<file path="config.mk">
export PLATFORM = sky130hd
export DESIGN_NAME = uart_rx_pkt_ctrl
export DESIGN_NICKNAME = d
export VERILOG_FILES = /design/src/rtl/uart_rx_pkt_ctrl.sv
export SDC_FILE = /design/constraint.sdc
export NUM_CORES = 1
export LEC_CHECK = 0
export CAP_MARGIN = 20
export CORE_ASPECT_RATIO = 0.9
export CORE_MARGIN = 8
export CORE_UTILIZATION = 57
export CTS_BUF_LIST = sky130_fd_sc_hd__clkbuf_8
export DETAILED_ROUTE_END_ITERATION = 12
export DONT_BUFFER_PORTS = 1
export PLACE_DENSITY = 0.69
export SLEW_MARGIN = 10
export SYNTH_ARGS = -nofsm -noshare
export SYNTH_HDL_FRONTEND = slang
export SYNTH_SLANG_ARGS = --single-unit
export TNS_END_PERCENT = 30
</file>
<file path="constraint.sdc">
create_clock -name clk -period 6.3 [get_ports clk]
set_input_delay 1.26 -clock clk [delete_from_list [all_inputs] [get_ports clk]]
set_output_delay 1.26 -clock clk [all_outputs]
set_load 0.01 [all_outputs]
</file>
<file path="src/rtl/uart_rx_pkt_ctrl.sv">
// Packet framer behind the UART receiver: SOF, LEN, payload, XOR checksum.
// A validated payload is held in a local buffer until the consumer acks it.
module uart_rx_pkt_ctrl #(
  parameter int          ADDR_W        = 4,
  parameter logic [7:0]  SOF           = 8'hA5,
  parameter int          TIMEOUT_TICKS = 480
) (
  input  logic              clk,
  input  logic              rst,
  input  logic              b_tick,
  input  logic [7:0]        rx_data,
  input  logic              rx_done,
  output logic              pkt_valid,
  output logic [ADDR_W:0]   pkt_len,
  input  logic [ADDR_W-1:0] pkt_rd_addr,
  output logic [7:0]        pkt_rd_data,
  input  logic              pkt_ack,
  output logic              err_chk,
  output logic              err_len,
  output logic              err_timeout,
  output logic              err_ovr,
  output logic [2:0]        state_dbg
);

  localparam int               MAX_LEN   = 2**ADDR_W;
  localparam int               TO_W      = $clog2(TIMEOUT_TICKS + 1);
  localparam logic [7:0]       MAX_LEN_B = 8'(MAX_LEN);
  localparam logic [TO_W-1:0]  TO_LAST   = TO_W'(TIMEOUT_TICKS - 1);

  typedef enum logic [2:0] {
    IDLE    = 3'd0,
    LEN     = 3'd1,
    PAYLOAD = 3'd2,
    CHK     = 3'd3,
    HOLD    = 3'd4
  } state_t;

  state_t            state;
  logic [ADDR_W:0]   len_q;
  logic [ADDR_W:0]   cnt;
  logic [7:0]        chk;
  logic [TO_W-1:0]   to_cnt;
  logic [7:0]        pay_mem [MAX_LEN];
  logic              buf_we;

  assign state_dbg = state;

  // Handshake: pkt_valid rises after a good checksum and stays high with
  // pkt_len/pkt_rd_data stable until a cycle with pkt_ack=1; pkt_valid drops
  // on the next cycle. pkt_ack while pkt_valid=0 has no effect.
  always_ff @(posedge clk) begin
    if (rst) begin
      state       <= IDLE;
      pkt_valid   <= 1'b0;
      pkt_len     <= '0;
      len_q       <= '0;
      cnt         <= '0;
      chk         <= '0;
      to_cnt      <= '0;
      err_chk     <= 1'b0;
      err_len     <= 1'b0;
      err_timeout <= 1'b0;
      err_ovr     <= 1'b0;
    end else begin
      err_chk     <= 1'b0;
      err_len     <= 1'b0;
      err_timeout <= 1'b0;
      err_ovr     <= 1'b0;
      case (state)
        IDLE: begin
          to_cnt <= '0;
          if (rx_done && rx_data == SOF) state <= LEN;
        end
        LEN, PAYLOAD, CHK: begin
          if (rx_done) begin
            // A byte on the expiring tick still counts: rx_done wins.
            to_cnt <= '0;
            case (state)
              LEN: begin
                if (rx_data == 8'd0 || rx_data > MAX_LEN_B) begin
                  err_len <= 1'b1;
                  state   <= IDLE;
                end else begin
                  len_q <= rx_data[ADDR_W:0];
                  chk   <= rx_data;
                  cnt   <= '0;
                  state <= PAYLOAD;
                end
              end
              PAYLOAD: begin
                chk <= chk ^ rx_data;
                cnt <= cnt + 1'b1;
                if (cnt == len_q - 1'b1) state <= CHK;
              end
              default: begin
                if (rx_data == chk) begin
                  pkt_valid <= 1'b1;
                  pkt_len   <= len_q;
                  state     <= HOLD;
                end else begin
                  err_chk <= 1'b1;
                  state   <= IDLE;
                end
              end
            endcase
          end else if (b_tick) begin
            if (to_cnt == TO_LAST) begin
              err_timeout <= 1'b1;
              to_cnt      <= '0;
              state       <= IDLE;
            end else begin
              to_cnt <= to_cnt + 1'b1;
            end
          end
        end
        HOLD: begin
          to_cnt <= '0;
          if (pkt_ack) begin
            pkt_valid <= 1'b0;
            pkt_len   <= '0;
            state     <= (rx_done && rx_data == SOF) ? LEN : IDLE;
          end else if (rx_done) begin
            err_ovr <= 1'b1;
          end
        end
        default: state <= IDLE;
      endcase
    end
  end

  // Buffer is only written while collecting payload, so a held packet is safe.
  assign buf_we = !rst && state == PAYLOAD && rx_done;

  always_ff @(posedge clk) begin
    if (buf_we) pay_mem[cnt[ADDR_W-1:0]] <= rx_data;
  end

  assign pkt_rd_data = pay_mem[pkt_rd_addr];

endmodule

</file>
# Word level (Yosys, flattened, before mapping)
# Memory sizes are Yosys's and may differ from the RTL's.
# Index checks and enable logic that the tools add are counted.
dict set report word_totals {
  mem_count 1
  reg_bits 40
  mem_bits_rw 128
  input_bits 17
}
# name words word_bits rd rd_clocked_by_memory_dff write_ports line_no
set memory_table {}
lappend memory_table {pay_mem 16 8 1 0 1 43} ;# logic [7:0] pay_mem [MAX_LEN];
dict set report classes {
  n_addsub 3
  order_cmp 1
  muxes 35
  n_eq_ne 17
  reduce_logical 22
  bitwise 7
}
# operator count
set ops {}
lappend ops {{9-bit 2-to-1 mux} 3}
lappend ops {{5-bit 2-to-1 mux} 5}
lappend ops {{3-bit 2-to-1 mux} 7}
lappend ops {{5-bit case mux with 2 select lines} 2}
lappend ops {{9-bit case mux with 2 select lines} 1}
lappend ops {{8-bit case mux with 2 select lines} 1}
lappend ops {{2-bit != test (second input constant)} 6}
lappend ops {{1-bit 2-to-1 mux} 11}
lappend ops {{5-bit AND reduction} 2}
lappend ops {{9-bit by 1-bit adder with 9-bit output (second input constant)} 1}
lappend ops {{9-bit == test (second input constant)} 1}
lappend ops {{3-bit case mux with 3 select lines} 1}
lappend ops {{8-bit == test} 1}
lappend ops {{8-bit == test (second input constant)} 1}
lappend ops {{8-bit by 5-bit > comparator with 1-bit output (second input constant)} 1}
lappend ops {{8-bit zero test} 1}
lappend ops {{8-bit 2-to-1 mux} 1}
lappend ops {{4-bit AND reduction} 2}
lappend ops {{4-bit OR reduction} 2}
lappend ops {{8-bit XOR} 1}
lappend ops {{3-bit by 2-bit == test with 1-bit output (second input constant)} 2}
lappend ops {{3-bit != test (second input constant)} 2}
lappend ops {{1-bit inverter} 6}
lappend ops {{3-bit case mux with 2 select lines} 1}
lappend ops {{other kinds (17)} 23}

# Longest topological paths before layout
dict set report logic_depth {
  depth_word 6
  depth_mapped 7
  mapped_depth_nobuf 7
}

# Least setup slack after synthesis
# Ideal clock, no wire load.
dict set report synth_path {
  kind {input-to-output}
  from {in pkt_rd_addr[0]}
  to {out pkt_rd_data[0]}
  arrival_time_ps 2714
  slack_ps 2326
  cell_stages 4
  path_buffers 2
  cell_sequence {buf_2 -> buf_2 -> mux4_2 -> mux4_2}
}
dict set report synth_via {
  elab_chain_len 1
}
# element line_no
set synth_lines {}
lappend synth_lines {{start: declaration} 15} ;# input logic [ADDR_W-1:0] pkt_rd_addr,
lappend synth_lines {{memory read 16 x 8 bit} -}
lappend synth_lines {{end: declaration} 16} ;# output logic [7:0] pkt_rd_data,
# No other way between the ends.

# Worst setup path after layout
# Same ends and word-level chain as after synthesis.

==> metrics.md <==
| Metric | Value |
|---|---|
| Synth unique cells | `41` |
| Critical path, cell by cell | `mux4_2 -> mux4_2` |
| CTS tree | `done` |
| Unrepaired setup endpoints after global routing | `false` |
| Sink Count | `between 150 and 200` |
| Remaining DRCs | `0` |
| Vias per cell | `6.09` |
| CP max stage delay | `about 550 ps` |
| Sequential element share of the synthesized area | `67.0%` |
| Setup TNS Final | `0 ps` |
| Gpl congestion | `0.794` |
| Clock buffer depth | `2` |
| Synth Instances | `456` |
| Initial DRC count | `between 400 and 500` |
| Most numerous cell on the critical path | `mux4_2` |
| CORE AREA | `roughly 12,000 sq um` |
| H-tree depth | `4` |
| Antenna violations before repair | `0` |
| EDFF count, synth | `128` |
| Largest net degree at the start of global routing | `between 40 and 50` |
| Synth warnings | `0` |
| Area Overhead vs Synth | `7.13%` |
| PD cells | `~270 nW/um^2` |
| CP max FO | `32` |
| Vias | `3,820` |
| MaxCap Viol Count | `0` |
| Antenna diodes | `0` |
| Largest area contributor in the netlist | `edfxtp_1` |
| CTS resizes | `0` |
| Top Family by Delay on Critical Path | `multiplexers` |
| Placed Instance Area | `7040 sq um` |
| WS Path Type | `in -> out` |
| Die Width | `around 130 um` |
| Number of top-level pins | `38` |
| Clock latency on the worst-skew pair | `roughly 450 ps` |
| Clk_skew | `between 10 and 15 ps` |
| Nature of the critical path startpoint | `input port` |
| Dpl hpwl | `around 9000 um` |
| Die area | `around 16,000 sq um` |
| Setup Fix Bufs, Post-CTS | `0` |
| Initial Util | `a little under 60%` |
| Critical path buffers and inverters | `0` |
| Yosys reg bits | `168` |
| Leak | `about 2.3 nW` |
| Fin area | `7420 sq um` |
| Crit share post-route | `approximately 57%` |
| Final setup violating endpoints | `0` |
| Worst Path Required | `just over 5000 ps` |
| Global route overflow | `0` |
| Max Slew Vio Count | `0` |
| Tmin final | `approximately 3600 ps` |
| WL final | `14,200 um` |
| Avg Cell Area, Syn | `between 15 and 20 sq um` |
| Layout net count | `between 400 and 500` |
| Ys async rst share | `0%` |
| Max VDD drop | `about 0.17 mV` |
| CTS clk-pin slew, worst paths | `~90 ps` |
| Actual slew at the worst max-slew pin | `1040 ps` |
| Synth Flop Type | `edfxtp_1` |
| Status | `finished clean` |
| Num CTS Buffers | `17` |
| Worst hold-check path type | `reg -> reg` |
| Slew margin rel. | `a little under a third` |
| Final Hold Vio Count | `0` |
| Top cell type's share of synthesized area | `a little under three fifths` |
| Port Buf Inserts | `0` |
| Crit end category | `primary output` |
| Detail Route Antenna Nets | `0` |
| Rows | `38` |
| DRT Pass-1 Iters | `5` |
| Slowest cell on crit path | `mux4_2` |
| Fraction of layout cells with a size suffix above 1 | `16.3%` |
| Chip height | `about 120 um` |
| Vias in the first global route | `between 3,000 and 4,000` |
| Wire length per cell | `roughly 23 um` |
| Syn_nets | `approximately 480` |
| Critical path arrival | `between 2000 and 2500 ps` |
| Top cells by area, synth | `edfxtp_1 (55%), mux4_2 (13%), dfxtp_1 (12%)` |
| Mapped Area | `6930 sq um` |
| Achievable clock frequency | `between 0.2 and 0.3 GHz` |
| First-pass GRT wire length | `21,900 um` |
| Hold buffer count at cts | `0` |
| Total Routing Usage GR | `a little under a fifth` |
| Clock root buffer | `clkbuf_8` |
==> area by class of cell <==
type,count,area [sq um]
fill,900,4560
clock inverter,15,148
tap,160,200
inverter,9,33.8
sequential,168,4640
clock buffer,17,234
multi-input combinational,256,2150
timing repair buffer,2,15.0
==> synthesized netlist by cell type (2+ instances only) <==
cell	number
nand2b_1	4
or2b_1	2
and2_1	4
and3b_1	2
inv_1	8
buf_2	7
edfxtp_1	128
dfxtp_1	40
and3_1	2
ha_1	6
nand2_1	37
o22ai_1	2
xor2_1	8
o21ai_0	5
nand4_1	7
clkbuf_1	13
xnor2_1	15
nor3_1	12
a211oi_1	3
a31oi_1	7
buf_1	2
nor2b_1	3
nand3_1	13
mux4_2	40
nand3b_1	9
nor2_1	35
a21oi_1	21
nor4_1	5
or2_2	3
or3_1	2
==> layout by cell type (no fill, tap or decap), types with 9 or more instances in the layout <==
master	count
edfxtp_1	128
mux4_2	40
a21oi_1	21
nand3_1	13
nor2_1	35
xnor2_1	15
nand2_1	37
dfxtp_1	40
nand3b_1	9
clkbuf_8	17
nor3_1	12
==> cells by family (layout without fill, tap and decap cells) <==
kind of cell / count (synthesis) / in the layout / synth area share, %
AO/OA/AOI/OAI: 42 / 42 / 3.50
XOR/XNOR: 23 / 23 / 2.91
adder cells (fa/ha/maj): 6 / 6 / 1.08
buffers and inverters: 32 / 43 / 1.97
flip-flops: 168 / 168 / 67.0
multiplexers: 41 / 41 / 13.1
AND/OR/NAND/NOR: 144 / 144 / 10.4
==> power breakdown <==
group | total, mW | internal (mW) | leakage, nW | switching, mW
clock network | 0.738 | 0.352 | 0.186 | 0.386
logic | 0.0422 | 0.0297 | 0.604 | 0.0125
registers | 1.19 | 1.19 | 1.47 | 0.0000288
total | 1.97 | 1.57 | 2.26 | 0.399
==> flip-flops by register name, indices dropped and copies added (netlist names), 3 cells and up <==
| register | cells |
|---|---|
| to_cnt | 9 |
| len_q | 5 |
| chk | 8 |
| cnt | 5 |
| pay_mem | 128 |
| state_dbg | 3 |
| pkt_len | 5 |
==> metal layers <==
layer / wire length, um / GRT usage, %
met3: 904 / 6.22
met1: 5860 / 22.0
met5: 0 / 0
met2: 7170 / 30.9
met4: 221 / 6.59
==> stage by stage <==
step	total power [mW]	setup slack [ps]	util (%)	hold slack, ps	cells
after CTS	1.98	2720	62.0	493	627
after detailed placement	1.26	2730	58.8	480	595
final	1.97	2710	62.0	488	627
after global routing	2.02	2710	62.0	505	627
after floorplan	1.26	2330	-	458	456
after global placement	1.26	2740	58.8	467	595
==> worst paths after layout <==
path	endpoint	slack, ps	depth (start not counted)	from
hold / removal	chk[7]$_SDFFE_PP0P_	490	2	chk[7]$_SDFFE_PP0P_
hold reg to reg	chk[7]$_SDFFE_PP0P_	490	2	chk[7]$_SDFFE_PP0P_
setup reg to reg	pay_mem[1][4]$_DFFE_PP_	3500	4	state_dbg[1]$_SDFFE_PP0P_
setup / recovery	pkt_rd_data[0]	2710	2	pkt_rd_addr[0]
No activity file was read; power rests on OpenSTA's default activity.
